**config.mk**
```make
export PLATFORM = sky130hd
export DESIGN_NAME = pattern_generator
export DESIGN_NICKNAME = d
export VERILOG_FILES = /design/src/rtl/pattern_generator_pkg.sv /design/src/rtl/pattern_generator_parallel_to_serial.sv /design/src/rtl/pattern_generator.sv
export SDC_FILE = /design/constraint.sdc
export NUM_CORES = 1
export LEC_CHECK = 0
export ABC_CLOCK_PERIOD_IN_PS = 5450
export BUFFER_PORTS_ARGS = -buffer_cell sky130_fd_sc_hd__buf_4
export CAP_MARGIN = 20
export CORE_UTILIZATION = 40
export CTS_CLUSTER_SIZE = 30
export DETAILED_ROUTE_END_ITERATION = 10
export MAX_ROUTING_LAYER = met4
export PLACE_DENSITY = 0.65
export SETUP_SLACK_MARGIN = 0.3
export SYNTH_ARGS = -nofsm -noshare
export SYNTH_HDL_FRONTEND = slang
export SYNTH_SLANG_ARGS = --single-unit
```
**constraint.sdc**
```tcl
create_clock -name clk -period 5.45 [get_ports clk]
set_input_delay 0.545 -clock clk [delete_from_list [all_inputs] [get_ports clk]]
set_output_delay 0.545 -clock clk [all_outputs]
set_load 0.01 [all_outputs]
```
**src/rtl/pattern_generator_pkg.sv**
```systemverilog
// pattern_generator_pkg: shared sizes, FSM encoding and the fill-pointer priority encoder
package pattern_generator_pkg;
   localparam int NCHAN = 16;
   localparam int WORD_BITS = 16;
   typedef enum logic [1:0] {IDLE, PRIME, RUN, UNDERRUN} state_t;
   function automatic logic [4:0] first_en(input logic [NCHAN-1:0] mask, input logic [4:0] from);
      first_en = 5'(NCHAN);
      for (int i = NCHAN - 1; i >= 0; i--)
         if (mask[i] && i >= int'(from)) first_en = 5'(i);
   endfunction
endpackage

```
**src/rtl/pattern_generator_parallel_to_serial.sv**
```systemverilog
// parallel_to_serial: one channel's load/shift register, LSB presented first
module parallel_to_serial
   import pattern_generator_pkg::*;
(
   input  logic                 clk,
   input  logic                 rst,
   input  logic                 load,
   input  logic                 shift,
   input  logic [WORD_BITS-1:0] din,
   output logic                 out
);
   logic [WORD_BITS-1:0] sreg_q, sreg_d;
   always_comb sreg_d = load ? din : shift ? {1'b0, sreg_q[WORD_BITS-1:1]} : sreg_q;
   always_ff @(posedge clk) begin
      if (rst) sreg_q <= '0;
      else     sreg_q <= sreg_d;
   end
   assign out = sreg_q[0];
endmodule

```
**src/rtl/pattern_generator.sv**
```systemverilog
// pattern_generator: fills a per-channel shadow bank from a word stream and shifts frames out serially
module pattern_generator
   import pattern_generator_pkg::*;
(
   input  logic                 clk,
   input  logic                 rst,
   input  logic                 gen_enable,
   input  logic [7:0]           clock_divisor,
   input  logic [NCHAN-1:0]     channel_enable,
   input  logic [WORD_BITS-1:0] word_data,
   input  logic                 word_valid,
   output logic                 word_ready,
   output logic [NCHAN-1:0]     probe_out,
   output logic [NCHAN-1:0]     probe_oe,
   output logic                 underrun
);
   if (NCHAN != 16 || WORD_BITS != 16) begin : g_bad_cfg
      $error("pattern_generator supports exactly 16 channels of 16-bit words");
   end

   state_t               state_q, state_d;
   logic                 gen_q, gen_d, full_q, full_d, und_q, und_d;
   logic [NCHAN-1:0]     en_q, en_d, oe_q, oe_d;
   logic [4:0]           ptr_q, ptr_d, eff, nxt;
   logic [7:0]           div_q, div_d;
   logic [3:0]           cnt_q, cnt_d;
   logic [WORD_BITS-1:0] shadow_q [NCHAN];
   logic [WORD_BITS-1:0] shadow_d [NCHAN];
   logic                 clr, accept, last, full_now, tick, frame_end, transfer, shift, start;

   always_comb begin
      clr = rst | ~gen_enable;
      start = state_q == IDLE && !gen_q;
      eff = first_en(en_q, ptr_q);
      nxt = first_en(en_q, eff + 5'd1);
      word_ready = gen_enable && state_q != IDLE && eff != 5'(NCHAN);
      accept = word_valid & word_ready;
      last = accept && nxt == 5'(NCHAN);
      // the word completing the set may be shipped in the very cycle it arrives
      full_now = full_q | last;
      tick = div_q == 8'd0;
      frame_end = state_q == RUN && tick && cnt_q == 4'(WORD_BITS - 1);
      transfer = (state_q == PRIME && full_q) || (state_q == UNDERRUN && full_now) || (frame_end && full_now);
      shift = state_q == RUN && tick && !frame_end;
      for (int k = 0; k < NCHAN; k++)
         shadow_d[k] = clr ? '0 : (accept && eff == 5'(k)) ? word_data : shadow_q[k];
      state_d = clr ? IDLE : start ? PRIME : transfer ? RUN : frame_end ? UNDERRUN : state_q;
      gen_d = ~rst & gen_enable;
      en_d = clr ? '0 : start ? channel_enable : en_q;
      ptr_d = (clr || transfer) ? 5'd0 : accept ? eff + 5'd1 : ptr_q;
      full_d = (clr || transfer) ? 1'b0 : last ? 1'b1 : full_q;
      div_d = clr ? 8'd0 : transfer ? clock_divisor : state_q != RUN ? div_q : tick ? clock_divisor : div_q - 8'd1;
      cnt_d = (clr || transfer) ? 4'd0 : shift ? cnt_q + 4'd1 : cnt_q;
      und_d = ~clr & (und_q | (frame_end & ~full_now));
      oe_d = clr ? '0 : transfer ? en_q : oe_q;
   end

   always_ff @(posedge clk) begin
      if (rst) begin
         state_q <= IDLE;
         gen_q <= 1'b0;
         full_q <= 1'b0;
         und_q <= 1'b0;
         en_q <= '0;
         oe_q <= '0;
         ptr_q <= '0;
         div_q <= '0;
         cnt_q <= '0;
         shadow_q <= '{default: '0};
      end else begin
         state_q <= state_d;
         gen_q <= gen_d;
         full_q <= full_d;
         und_q <= und_d;
         en_q <= en_d;
         oe_q <= oe_d;
         ptr_q <= ptr_d;
         div_q <= div_d;
         cnt_q <= cnt_d;
         shadow_q <= shadow_d;
      end
   end

   for (genvar g = 0; g < NCHAN; g++) begin : g_ch
      parallel_to_serial u_p2s (
         .clk   (clk),
         .rst   (clr),
         .load  (transfer),
         .shift (shift),
         .din   (shadow_d[g]),
         .out   (probe_out[g])
      );
   end

   assign probe_oe = oe_q;
   assign underrun = und_q;
endmodule

```
## Yosys cells after proc, flatten, opt, wreduce, memory -nomap -nowiden

Index checks and enable logic that the tools add are counted.

| operators by class | value |
|---|---|
| equality and inequality tests | 23 |
| muxes and demuxes | 102 |
| $add $sub $neg | 3 |
| reductions and logical operators | 73 |
| bitwise logic cells | 11 |
| order comparisons | 32 |

Operators with widths:

| kind | count |
|---|---|
| $mux 16 | 64 |
| $mux 5 | 32 |
| $ge 4x5->1 const A | 16 |
| $logic_and 1x1->1 | 58 |
| $eq 5x4->1 const B | 8 |
| $ge 3x5->1 const A | 8 |
| $mux 8 | 3 |
| $eq 5x3->1 const B | 4 |
| $ge 1x5->1 const A | 4 |
| $ge 2x5->1 const A | 4 |
| $eq 5x2->1 const B | 2 |
| $logic_not 8->1 | 1 |
| $sub 8x1->8 const B | 1 |
| $reduce_bool 2->1 | 3 |
| $add 5x1->5 const B | 1 |
| $eq 5x1->1 const B | 1 |
| $eq 5x5->1 const B | 1 |
| $logic_not 5->1 | 1 |
| $ne 5x5->1 const B | 1 |
| $add 4x1->4 const B | 1 |
| $and 1x1->1 | 4 |
| $eq 2x2->1 const B | 2 |
| $eq 4x4->1 const B | 1 |
| $mux 2 | 2 |
| 12 further kinds | 21 |

| word-level totals | value |
|---|---|
| logic and storage cells | 286 |
| bits in registers | 566 |

## Logic depth before layout (Yosys ltp)

| logic depth | value |
|---|---|
| depth after elaboration | 45 |
| depth in mapped cells | 22 |
| gate-level depth less buffers | 16 |

## Modules after synthesis

From an unflattened synthesis, not the netlist that was laid out.

| second synthesis, totals | value |
|---|---|
| cells, all modules | 3003 |
| area total of the unflattened synthesis | 26102.5 µm² |

Modules (own cells, without submodules):

| module | cells each | times used | area an instance (µm²) | seq. area each (µm²) |
|---|---|---|---|---|
| pattern_generator | 1867 | 1 | 13870.8 | 6206.0 |
| parallel_to_serial | 71 | 16 | 764.5 | 320.3 |

## Least setup slack after synthesis

Ideal clock, no wire load.

| timing path | value |
|---|---|
| path type | register to register |
| from | register ptr_q[1] |
| to | register g_ch[1].u_p2s.sreg_q[12] |
| buffers on the path | 4 |
| arrival time | 4282 ps |
| clock period less this slack | 4340 ps |
| slack | 1110 ps |
| library setup time | 58 ps |
| stages on the path, launching flop included | 21 |
| path through | dfxtp_1 > buf_2 > nand4_1 > a211o_1 > a211oi_2 > o211ai_2 > a21oi_4 > inv_2 > ha_1 > clkbuf_1 > nand3b_1 > nor4_1 > a211oi_1 > o311ai_2 > a41o_1 > a311oi_2 > clkbuf_1 > buf_2 > nand4_1 > a21oi_1 > a21o_1 |

| on the way | value |
|---|---|
| cells in the longest elaborated chain, start to end | 44 |
| elaborated cells on any way between the ends | 113 |
| those cells by class | add/sub: 1; order compare: 32; eq/ne: 3; mux: 35; bitwise: 2; reduce/logical: 40 |

RTL lines:

| element | line | text |
|---|---|---|
| start: declaration | pattern_generator.sv:24 | `logic [4:0] ptr_q, ptr_d, eff, nxt;` |
| start signal: assignment | pattern_generator.sv:77 | `ptr_q <= ptr_d;` |
| $ge 4x5->1 | pattern_generator_pkg.sv:9 | `if (mask[i] && i >= int'(from)) first_en = 5'(i);` |
| $logic_and 1x1->1 | pattern_generator_pkg.sv:9 |  |
| $mux 5 (15 in series) | pattern_generator_pkg.sv:9 |  |
| $mux 5 * | pattern_generator_pkg.sv:9 |  |
| $add 5x1->5 | pattern_generator.sv:35 | `nxt = first_en(en_q, eff + 5'd1);` |
| $ge 4x5->1 | pattern_generator_pkg.sv:9 |  |
| $logic_and 1x1->1 | pattern_generator_pkg.sv:9 |  |
| $mux 5 (16 in series) | pattern_generator_pkg.sv:9 |  |
| $eq 5x5->1 | pattern_generator.sv:38 | `last = accept && nxt == 5'(NCHAN);` |
| $logic_and 1x1->1 | pattern_generator.sv:38 |  |
| $or 1x1->1 | pattern_generator.sv:40 | `full_now = full_q \| last;` |
| $logic_and 1x1->1 | pattern_generator.sv:43 | `transfer = (state_q == PRIME && full_q) \|\| (state_q == UNDERRUN && full_now) \|\| (frame_end && full_now);` |
| $logic_or 1x1->1 (2 in series) | pattern_generator.sv:43 |  |
| $mux 16 or $reduce_bool 2->1 (tied branches) | - |  |
| end signal: assignment | pattern_generator_parallel_to_serial.sv:16 | `else sreg_q <= sreg_d;` |
| end: declaration | pattern_generator_parallel_to_serial.sv:12 | `logic [WORD_BITS-1:0] sreg_q, sreg_d;` |

Mark *: on every way between the ends. The rest lies on a longest branch, timed or not.
A chain may end at the register's enable or synchronous reset.

## Worst setup path after layout

| timing path | value |
|---|---|
| from | register ptr_q[4] |
| to | register g_ch[11].u_p2s.sreg_q[0] |

| on the way | value |
|---|---|
| cells in the longest elaborated chain, start to end | 44 |
| elaborated cells on any way between the ends | 113 |
| those cells by class | add/sub: 1; order compare: 32; eq/ne: 3; mux: 35; bitwise: 2; reduce/logical: 40 |

RTL lines:

| element | line |
|---|---|
| $ge 4x5->1 | pattern_generator_pkg.sv:9 |
| $logic_and 1x1->1 | pattern_generator_pkg.sv:9 |
| $mux 5 (15 in series) | pattern_generator_pkg.sv:9 |
| $mux 5 * | pattern_generator_pkg.sv:9 |
| $add 5x1->5 | pattern_generator.sv:35 |
| $ge 4x5->1 | pattern_generator_pkg.sv:9 |
| $logic_and 1x1->1 | pattern_generator_pkg.sv:9 |
| $mux 5 (16 in series) | pattern_generator_pkg.sv:9 |
| $eq 5x5->1 | pattern_generator.sv:38 |
| $logic_and 1x1->1 | pattern_generator.sv:38 |
| $or 1x1->1 | pattern_generator.sv:40 |
| $logic_and 1x1->1 | pattern_generator.sv:43 |
| $logic_or 1x1->1 (2 in series) | pattern_generator.sv:43 |
| $mux 16 or $reduce_bool 2->1 (tied branches) | - |
| end signal: assignment | pattern_generator_parallel_to_serial.sv:16 |
| end: declaration | pattern_generator_parallel_to_serial.sv:12 |

Marks and branches as above.

==> qor.yml <==
grt:
  overflow: 0
  use_met1_pct: 30.6
  busiest_layer: "met2"
  grt_pass1_wl_um: 119000
  grt_pass1_vias: 21543
  grt_max_degree: 212
  grt_use_total_pct: 22.5
  grtUsageMet3_pct: 2.90
  use_met2_pct: 34.8
  antenna_found_initial: 1
worst_setup_path:
  crit_required_ns: 5.98
  crit_buf_inv: 3
  arrival_ns: 5.41
  cpMaxStageDelayCell: "dfxtp_1"
  worst-r2r-setup-slack_ns: 0.57
  cp_max_fo: 28
  crit_path_start_kind: "flip-flop"
  slowest_delay_ns: 0.57
  cp_top_family: "compound AO/OA/AOI/OAI gates"
  endpoint_kind: "flip-flop"
  path_class: "flip-flop to flip-flop"
  path_cells: "inv_1 > a31oi_1 > o2111ai_1 > and4_1 > or2_1 > ha_2 > nor2_2 > a21oi_1 > a311oi_1 > o311ai_2 > a41o_1 > a311oi_4 > buf_12 > nand2_1 > buf_4 > o21a_1 > o2bb2ai_1"
routing:
  drc: 0
  wl_per_cell_um: 19.7
  postRouteAntennaNets: 0
  drtIter0Drc: 2051
  via_count: 22790
  finalWirelength_um: 74400
  drtPass1Iterations: 6
  via_per_inst: 6.04
synth:
  synth_area_leaders: "dfxtp_1 44%, mux2i_1 7.3%, a22oi_1 4.9%, a21oi_1 4.9%, a21o_1 4.3%"
  yosys.area.top_type_share_pct: 44.1
  ys_seq_area_share_pct: 44.1
  netlist_instances: 2992
  yosys_warnings: 0
  synth_largest_area_cell: "dfxtp_1"
  synth.distinct_cells: 67
  syn_area_sq_um: 25700
  ys_ff_latch: 566
  syn-num-nets: 3041
  ys.flop_type: "dfxtp_1"
  synth_edf_count: 0
  async_flop_share_pct: 0
  synth.avg_cell_area_sq_um: 8.60
floorplanning:
  start_util_pct: 40.6
  die_height_um: 256
  rows: 92
  core_sq_um: 63300
  pin_count: 78
  die_x_um: 256
  die_area_sq_um: 65300
pwr:
  p_leak_nw: 11.4
  p_total_mw: 9.24
  ir_drop_mv: 0.231
  power.density_nw_per_um2: 317
run_status:
  outcome: "finished, final reports clean"
clock_tree:
  path_clk_slew_ns: 0.06
  clock_latency_ns: 0.65
  clockRootBuffer: "clkbuf_16"
  clk_path_buf_depth: 3
  clock_sinks: 566
  htree_levels: 2
  cts_buffers: 61
  cts_tree: "built"
timing:
  hold_violations: 0
  min_period_over_period_pct: 89.6
  rsz0062_at_grt: "false"
  max_freq_mhz: 205
  fin_tns_setup_ns: 0
  setup_viol: 0
  worst_pin_slew_ns: 1.08
  final_max_slew_viol_count: 0
  min_period_ns: 4.88
  clock_skew_ns: 0.0386
  slew_headroom_pct: 27.9
layout:
  area_growth_pct: 13.4
  drive_above_1_share_pct: 10.5
  fin_nets: 2923
place:
  gp_congestion: 0.844
  dp_hpwl_um: 41000
  io_buffers: 77
job:
  maxCapViolations: 0
min_path:
  worstHoldPathType: "input port to flip-flop"
cell families (layout without fill, tap and decap cells):
kind of cell	count (synthesis)	count (layout)	synth area share (%)
AO/OA/AOI/OAI	981	981	25.5
AND/OR/NAND/NOR	892	892	16.8
flip-flops	566	566	44.1
buffers and inverters	357	290	5.90
multiplexers	187	187	7.28
adder cells (fa/ha/maj)	5	5	0.243
XOR/XNOR	4	4	0.165
other	0	1	0
routing by layer:
layer  vias up  share of wire, %
met3       106               6.2
li1      10794                 -
met5         -                 0
met1     11099                46
met4         0               2.3
met2       791                45
worst paths after layout:
kind | from | to | depth (start not counted)
worst min register to register | g_ch[10].u_p2s.sreg_q[7]$_SDFFE_PN0P_ | g_ch[10].u_p2s.sreg_q[7]$_SDFFE_PN0P_ | 1
worst max register to register | ptr_q[4]$_SDFFE_PP0P_ | g_ch[11].u_p2s.sreg_q[0]$_SDFFE_PN0P_ | 17
worst max-delay path | ptr_q[4]$_SDFFE_PP0P_ | g_ch[11].u_p2s.sreg_q[0]$_SDFFE_PN0P_ | 17
worst min-delay path | channel_enable[8] | en_q[8]$_SDFFE_PP0P_ | 3
tightest hold or removal path, cell delays in order:
cell and delay (ns):
buf_4 0.11, nand2_1 0.05, a21oi_1 0.05
where the power goes:
| group | internal [mW] | switching [mW] | total, mW |
|---|---|---|---|
| registers | 4.14 | 0.0155 | 4.16 |
| logic | 0.200 | 0.604 | 0.804 |
| clock network | 2.50 | 1.77 | 4.27 |
synth_stat cells, types with 4 or more instances:
| library cell | n |
|---|---|
| nand2_1 | 182 |
| a21o_1 | 146 |
| buf_1 | 12 |
| buf_2 | 43 |
| a21boi_0 | 4 |
| o21ai_1 | 4 |
| o211a_1 | 5 |
| nand4_1 | 145 |
| a211oi_1 | 6 |
| dfxtp_1 | 566 |
| nand3_1 | 167 |
| nor2_1 | 190 |
| o211ai_1 | 5 |
| o21a_1 | 32 |
| and2_1 | 15 |
| and3_1 | 10 |
| inv_1 | 11 |
| a22o_1 | 56 |
| o31ai_1 | 20 |
| nor4_1 | 9 |
| a22oi_1 | 169 |
| o2bb2ai_1 | 85 |
| nor3_1 | 140 |
| buf_4 | 33 |
| nand2b_1 | 5 |
| nor2b_1 | 5 |
| a21oi_1 | 250 |
| or3_1 | 5 |
| inv_2 | 4 |
| o22ai_1 | 4 |
| a31oi_1 | 10 |
| ha_1 | 5 |
| mux2i_1 | 187 |
| o21ai_0 | 162 |
| clkbuf_1 | 254 |
flip-flops by register name, indices dropped and copies added (netlist names):
register	cells
gen_q	1
cnt_q	4
state_q	2
probe_oe	16
div_q	8
ptr_q	5
full_q	1
underrun	1
shadow_q	256
en_q	16
g_ch.u_p2s.sreg_q	256
placed cells by master (no fill, tap or decap), types with 6 or more instances in the layout:
| cell type | count |
|---|---|
| and3_1 | 10 |
| clkbuf_8 | 19 |
| o21a_1 | 32 |
| buf_12 | 27 |
| o21ai_0 | 162 |
| and2_1 | 15 |
| nor2_1 | 186 |
| clkinv_2 | 10 |
| a211oi_1 | 6 |
| nand4_1 | 145 |
| a22o_1 | 56 |
| inv_1 | 11 |
| nand3_1 | 167 |
| o2bb2ai_1 | 85 |
| nand2_1 | 182 |
| nor3_1 | 137 |
| a21o_1 | 146 |
| o31ai_1 | 18 |
| a22oi_1 | 169 |
| dfxtp_1 | 561 |
| mux2i_1 | 187 |
| buf_4 | 130 |
| a21oi_1 | 250 |
| a31oi_1 | 10 |
| clkbuf_16 | 62 |
| clkbuf_1 | 13 |
cell type report:
cell class | instances | area (sq um)
Fill cell | 5963 | 34100
Multi-Input combinational cell | 2069 | 13000
Inverter | 15 | 61.3
Clock inverter | 20 | 240
Tap cell | 846 | 1060
Timing Repair Buffer | 161 | 1570
Clock buffer | 94 | 1860
Sequential cell | 566 | 11300
Antenna cell | 1 | 2.50
repair_timing:
action / in CTS / in global routing
endpoints found under the setup margin: 224 / 290
endpoints found under the hold margin: 0 / 0
hold buffers: 0 / 0
setup buffers: 0 / 2
resized for setup: 5 / 10
pin swaps: 0 / 2
per-stage QoR:
step / instance area [sq um] / util, % / cells / hold slack, ns / setup WS (ns)
floorplan: 25700 / - / 2992 / 0.425 / 1.11
global placement: 26900 / 42.5 / 3651 / 0.434 / 0.327
detailed placement: 27000 / 42.6 / 3652 / 0.439 / 0.173
CTS: 29100 / 45.9 / 3766 / 0.129 / 0.342
global route: 29200 / 46.1 / 3772 / 0.156 / 0.316
finish: 29200 / 46.1 / 3772 / 0.165 / 0.568
(Power assumes the default switching activity.)
